==> config.mk <==
export PLATFORM = sky130hd
export DESIGN_NAME = cpu_8bit
export DESIGN_NICKNAME = d
export VERILOG_FILES = /design/src/rtl/cpu_8bit_pkg.sv /design/src/rtl/cpu_8bit_alu.sv /design/src/rtl/cpu_8bit.sv
export SDC_FILE = /design/constraint.sdc
export NUM_CORES = 1
export LEC_CHECK = 0
export ABC_AREA = 1
export CAP_MARGIN = 5
export CORE_ASPECT_RATIO = 1.4
export CORE_UTILIZATION = 40
export CTS_CLUSTER_DIAMETER = 80
export DETAILED_ROUTE_END_ITERATION = 8
export SYNTH_ARGS = -nofsm -noshare
export SYNTH_HDL_FRONTEND = slang
export SYNTH_HIERARCHICAL = 1
export SYNTH_SLANG_ARGS = --single-unit
==> constraint.sdc <==
create_clock -name clk -period 3.9 [get_ports clk]
set_input_delay 1.17 -clock clk [delete_from_list [all_inputs] [get_ports clk]]
set_output_delay 1.17 -clock clk [all_outputs]
set_load 0.02 [all_outputs]
==> src/rtl/cpu_8bit_pkg.sv <==
// cpu_8bit_pkg: shared widths, opcode and sequencer-state encodings, and the
// default program image loaded into the unified memory on reset.
// Optional feature macro: CPU_8BIT_LOGIC_OPS_EN (enables AND/OR/XOR).
package cpu_8bit_pkg;

  localparam int DATA_W = 8;
  localparam int ADDR_W = 4;
  localparam int MEM_DEPTH = 1 << ADDR_W;

  typedef enum logic [3:0] {
    OP_NOP = 4'h0,
    OP_LDA = 4'h1,
    OP_LDB = 4'h2,
    OP_STA = 4'h3,
    OP_ADD = 4'h4,
    OP_SUB = 4'h5,
    OP_AND = 4'h6,
    OP_OR  = 4'h7,
    OP_XOR = 4'h8,
    OP_JMP = 4'h9,
    OP_JZ  = 4'hA,
    OP_LDI = 4'hB,
    OP_HLT = 4'hF
  } opcode_t;

  typedef enum logic [1:0] {
    ST_FETCH   = 2'b00,
    ST_DECODE  = 2'b01,
    ST_EXECUTE = 2'b10,
    ST_HALT    = 2'b11
  } state_t;

  // Built-in program: A=mem[14]; B=mem[15]; A+=B; mem[13]=A; A=mem[15];
  // A-=B; if zero jump to 8; mem[12]=A; halt.
  localparam logic [DATA_W-1:0] DEFAULT_PROG [MEM_DEPTH] = '{
    8'h1E, 8'h2F, 8'h40, 8'h3D, 8'h1F, 8'h50, 8'hA8, 8'h3C,
    8'hF0, 8'h00, 8'h00, 8'h00, 8'h00, 8'h00, 8'h03, 8'h05
  };

  // True for opcodes whose ALU result is written back to A and updates zf.
  function automatic logic is_alu_op(input logic [3:0] op);
    logic r;
    r = (op == OP_ADD) || (op == OP_SUB);
`ifdef CPU_8BIT_LOGIC_OPS_EN
    r = r || (op == OP_AND) || (op == OP_OR) || (op == OP_XOR);
`endif
    return r;
  endfunction

endpackage

==> src/rtl/cpu_8bit_alu.sv <==
// cpu_8bit_alu: combinational ALU for the accumulator CPU.
// Ports:
//   a, b    in  DATA_W  operands (A and B registers)
//   op      in  4       opcode (instr[7:4])
//   result  out DATA_W  A op B, mod 256; 0 for non-ALU opcodes
//   zero    out 1       result == 0
// Optional feature macro: CPU_8BIT_LOGIC_OPS_EN (AND/OR/XOR produce results;
// otherwise opcodes 6-8 give 0 like any non-ALU opcode).
module cpu_8bit_alu
  import cpu_8bit_pkg::*;
(
  input  logic [DATA_W-1:0] a,
  input  logic [DATA_W-1:0] b,
  input  logic [3:0]        op,
  output logic [DATA_W-1:0] result,
  output logic              zero
);

  always_comb begin
    result = '0;
    case (op)
      OP_ADD: result = a + b;
      OP_SUB: result = a - b;
`ifdef CPU_8BIT_LOGIC_OPS_EN
      OP_AND: result = a & b;
      OP_OR:  result = a | b;
      OP_XOR: result = a ^ b;
`endif
      default: result = '0;
    endcase
  end

  assign zero = (result == '0);

endmodule

==> src/rtl/cpu_8bit.sv <==
// cpu_8bit: self-contained 8-bit accumulator CPU with a 16x8 unified
// program/data memory, registers A and B, a zero flag and a three-state
// (FETCH/DECODE/EXECUTE) sequencer plus an absorbing HALT state.
// Ports:
//   clk   in  1  rising-edge clock
//   rst   in  1  synchronous active-high reset (also reloads the program)
//   halt  out 1  high while in HALT
// Probe signals: instr, pc, state, a_reg_o, b_reg_o, mem_addr, mem_d_o,
// alu_res, zf.
// Optional feature macro: CPU_8BIT_LOGIC_OPS_EN (AND/OR/XOR instructions).
module cpu_8bit
  import cpu_8bit_pkg::*;
(
  input  logic clk,
  input  logic rst,
  output logic halt
);

  state_t              state;
  state_t              state_next;
  logic [DATA_W-1:0]   instr;
  logic [ADDR_W-1:0]   pc;
  logic [DATA_W-1:0]   a_reg_o;
  logic [DATA_W-1:0]   b_reg_o;
  logic                zf;
  logic [DATA_W-1:0]   mem [MEM_DEPTH];
  logic [ADDR_W-1:0]   mem_addr;
  logic [DATA_W-1:0]   mem_d_o;
  logic [DATA_W-1:0]   alu_res;
  logic                alu_zero;
  logic [3:0]          opcode;
  logic [ADDR_W-1:0]   operand;

  assign opcode  = instr[7:4];
  assign operand = instr[3:0];

  cpu_8bit_alu u_alu (
    .a      (a_reg_o),
    .b      (b_reg_o),
    .op     (opcode),
    .result (alu_res),
    .zero   (alu_zero)
  );

  // Only FETCH addresses memory by pc; every other state uses the operand.
  assign mem_addr = (state == ST_FETCH) ? pc : operand;
  assign mem_d_o  = mem[mem_addr];
  assign halt     = (state == ST_HALT);

  always_ff @(posedge clk) begin
    if (rst) state <= ST_FETCH;
    else     state <= state_next;
  end

  always_comb begin
    state_next = state;
    case (state)
      ST_FETCH:   state_next = ST_DECODE;
      ST_DECODE:  state_next = ST_EXECUTE;
      ST_EXECUTE: state_next = (opcode == OP_HLT) ? ST_HALT : ST_FETCH;
      ST_HALT:    state_next = ST_HALT;
      default:    state_next = ST_FETCH;
    endcase
  end

  // Datapath: all architectural updates happen on the FETCH and EXECUTE
  // edges; DECODE and HALT leave everything untouched.
  always_ff @(posedge clk) begin
    if (rst) begin
      pc      <= '0;
      instr   <= '0;
      a_reg_o <= '0;
      b_reg_o <= '0;
      zf      <= 1'b0;
      mem     <= DEFAULT_PROG;
    end else begin
      case (state)
        ST_FETCH: begin
          instr <= mem_d_o;
          pc    <= pc + 1'b1;
        end
        ST_EXECUTE: begin
          if (is_alu_op(opcode)) begin
            a_reg_o <= alu_res;
            zf      <= alu_zero;
          end else begin
            case (opcode)
              OP_LDA: a_reg_o <= mem_d_o;
              OP_LDB: b_reg_o <= mem_d_o;
              OP_STA: mem[operand] <= a_reg_o;
              OP_JMP: pc <= operand;
              OP_JZ:  if (zf) pc <= operand;
              OP_LDI: a_reg_o <= {4'b0, operand};
              default: ;
            endcase
          end
        end
        default: ;
      endcase
    end
  end

endmodule

==> impl_results.md <==
* Status: completed
* Worst Tran Pin Value at 826 ps
* Ratio of cells with drive above 1 in the final layout at 8.30%
* Dpl ws at 1170 ps
* Worst min path class: reg2reg
* Setup bufs post-CTS at 0
* Sw Pwr at between 1000 and 1500 uW
* Minimum clock period after layout at between 2000 and 3000 ps
* Post-CTS sizing at 0
* Post-synth EDFFs at 0
* Final wirelength at between 20 and 25 mm
* Synth async-reset ratio at 0%
* Initial Util at approximately two fifths
* Setup_tns at 0 ps
* R2R cell count at 10
* Syn nets at 1164
* Sequential power share at 38.2%
* Via/cell ratio at 5.28
* Fin nets at 1132
* DR pass1 iterations at 5
* RSZ-0062 raised after global routing: no
* Worst-case headroom to the max-slew limit at 44.9%
* CTS tree: done
* Full die area at 21100 um^2
* Power Dens Cells at 511 nW/um^2
* Dpl cells at 1353
* GPL Wtd Cong at 0.870
* H-Tree Depth at 4
* Sequential share of the synthesized area at between 30% and 40%
* Clk pwr share at 38.7%
* CTS Buf Count at 17
* Slew Viols, Final at 0
* Worst skew pair latency at roughly 440 ps
* Count of cell types in the netlist at 42
* Drt drc at 0
* Initial antenna violation count at 0
* Clock sink count at 159
* Top FF cell, synth: dfxtp_1
* Clk_skew at approximately 9.1 ps
* Type of origin of the critical path: register
* Flop2flop setup slack at 1120 ps
* Total GRT Usage at 23.4%
* Setup WS post-layout at 1020 ps
* Clock root buffer: clkbuf_16
* Clk slew on worst S/H paths at 60 ps
* Hold Buf Count CTS at 0
* Combinational share of power at between 20% and 30%
* DIE WIDTH at about 120 um
* Filler cells at between 2000 and 2500
* Clk buf depth at 2
* Number of placed I/O pins at 3
* Area grow syn2layout at 8.23%
* Global-route wire length before repair at 37.2 mm
* Lkg Pwr at 0.00392 uW
* Placeable Area at about 20000 um^2
* Iter 0 DRT Violations at 481
* Peak VDD IR at 0.000317 V
* Post-route insts no fill at 1385
* Yosys reg bits at 159
* CP endpoint kind: output pin
* Endpoints failing hold at 0
* WHS Endpoint: mem[93]
* Max-cap violation count at 0
* Mapped Cells at 1152
* Min-delay src: mem[93]
* DR WL/cell at 16.9 um
* Maximum clock frequency at about 350 MHz
* ANT cells at 0
* CP Class: reg2out
* Pin count of the biggest net entering global routing at 83
* Tcrit/Tclk final at 73.9%
* Syn_area_per_cell at 7.14 um^2
* Site Rows at 61
* Mapped Area at 8230 um^2
* Die height at 172 um
* Number of global-route vias before repair at 6739
* Ys Warns at 6
* Antenna Nets Post-Route at 0
* Port Buffers at 2
* Crit path DAT at 1710 ps
* Crit Reg-Reg Endpoint: a_reg_o[4]
* Int Power at 3050 uW
* CP max FO at 5
* Hold Crit Depth at 2
* CP required at 2730 ps
* DPL Wire Length at 15.9 mm
* Final setup violating endpoints at 0
* Via Count at around 7300
* Remaining Overflow, GRT at 0
* Worst r2r src: state[0]
* Sw frac at approximately a third
synth_stat cells (2+ instances only):
cell | count | area, um^2
nand2_1 | 187 | 702
inv_1 | 173 | 649
dfxtp_1 | 159 | 3180
a21oi_1 | 131 | 656
nand3_1 | 125 | 626
o21ai_0 | 112 | 561
nor2_1 | 48 | 180
o211ai_1 | 48 | 360
clkbuf_1 | 26 | 97.6
buf_2 | 16 | 80.1
buf_6 | 12 | 135
nand2_2 | 11 | 68.8
ha_1 | 9 | 113
a211oi_1 | 8 | 60.1
buf_4 | 8 | 60.1
inv_2 | 8 | 30.0
o21a_1 | 8 | 60.1
xor2_1 | 6 | 52.6
nor2_2 | 5 | 31.3
nor2_4 | 4 | 45.0
o21ai_1 | 4 | 20.0
o21bai_1 | 4 | 30.0
or2_2 | 4 | 25.0
a31oi_1 | 3 | 18.8
nand2_4 | 3 | 33.8
nand2_8 | 3 | 60.1
nand4_1 | 3 | 18.8
nor3_2 | 3 | 30.0
nor3_4 | 3 | 48.8
o211ai_2 | 3 | 37.5
clkinv_1 | 2 | 7.51
nor3_1 | 2 | 10.0
o21ai_4 | 2 | 32.5
critical path, cell delays in order (launching register included):
cell,delay [ps]
dfxtp_1,450
nand2_1,80
inv_1,110
clkdlybuf4s50_1,630
registers in the layout, summed over array words and instances, names as in the netlist:
name / count
a_reg_o: 8
b_reg_o: 8
instr: 8
mem: 128
pc: 4
state: 2
zf: 1
worst max-delay path by stage:
stage	cells past startpoint	startpoint	to
3_3_place_gp	10	state[0]	a_reg_o[4]
4_1_cts	3	state[0]	halt
2_1_floorplan	5	rst	mem[112]
6_report	3	state[0]	halt
5_1_grt	10	state[0]	instr[5]
3_5_place_dp	10	state[0]	a_reg_o[4]
metal layers:
metal / global-route usage (%) / wire, um / up-vias
met2: 40.7 / 11600 / 149
met3: 3.55 / 723 / 50
met1: 28.1 / 10200 / 3375
li1: - / - / 3735
met4: 10.6 / 810 / 0
met5: 0 / 0 / -
kinds of logic (layout without fill, tap and decap cells):
family / after synthesis / after routing / synth area share, %
buf+inv: 245 / 226 / 12.9
simple gates: 404 / 404 / 23.3
fa+ha+maj: 10 / 10 / 1.61
compound gates: 327 / 327 / 22.8
xor+xnor: 7 / 7 / 0.745
flops: 159 / 159 / 38.7
per-stage QoR:
| stage | cell area, um^2 | hold WS [ps] | power (uW) | utilization [%] |
|---|---|---|---|---|
| after floorplan | 8230 | 424 | 2560 | - |
| after detailed placement | 8280 | 444 | 2810 | 41.4 |
| after global placement | 8280 | 438 | 2810 | 41.4 |
| final | 8900 | 453 | 4550 | 44.5 |
| after global routing | 8900 | 473 | 4740 | 44.5 |
| after CTS | 8900 | 453 | 4550 | 44.5 |
final cells by class:
type	count	area, um^2	area share [%]
Multi-Input combinational cell	748	3990	44.8
Sequential cell	159	3180	35.8
Inverter	183	687	7.72
Clock buffer	24	492	5.52
Tap cell	252	315	3.54
Clock inverter	8	128	1.43
Timing Repair Buffer	11	108	1.21
power groups by stage:
stage	clock, uW	combinational (uW)	sequential, uW
global route	1840	1160	1740
detailed placement	0	1040	1770
floorplan	0	833	1730
CTS	1780	1040	1740
global placement	0	1030	1770
finish	1760	1050	1740
cells in the final DEF, fill, tap and decap left out, drive strengths merged, types with 6 or more instances in the layout:
cell | Yosys | layout
nand2 | 204 | 204
inv | 181 | 182
dfxtp | 159 | 159
a21oi | 132 | 132
nand3 | 126 | 126
o21ai | 119 | 119
nor2 | 58 | 58
o211ai | 51 | 51
clkbuf | 26 | 24
buf | 36 | 10
ha | 9 | 9
a211oi | 9 | 9
o21a | 8 | 8
nor3 | 8 | 8
xor2 | 6 | 6
No activity file was read; power rests on OpenSTA's default activity.
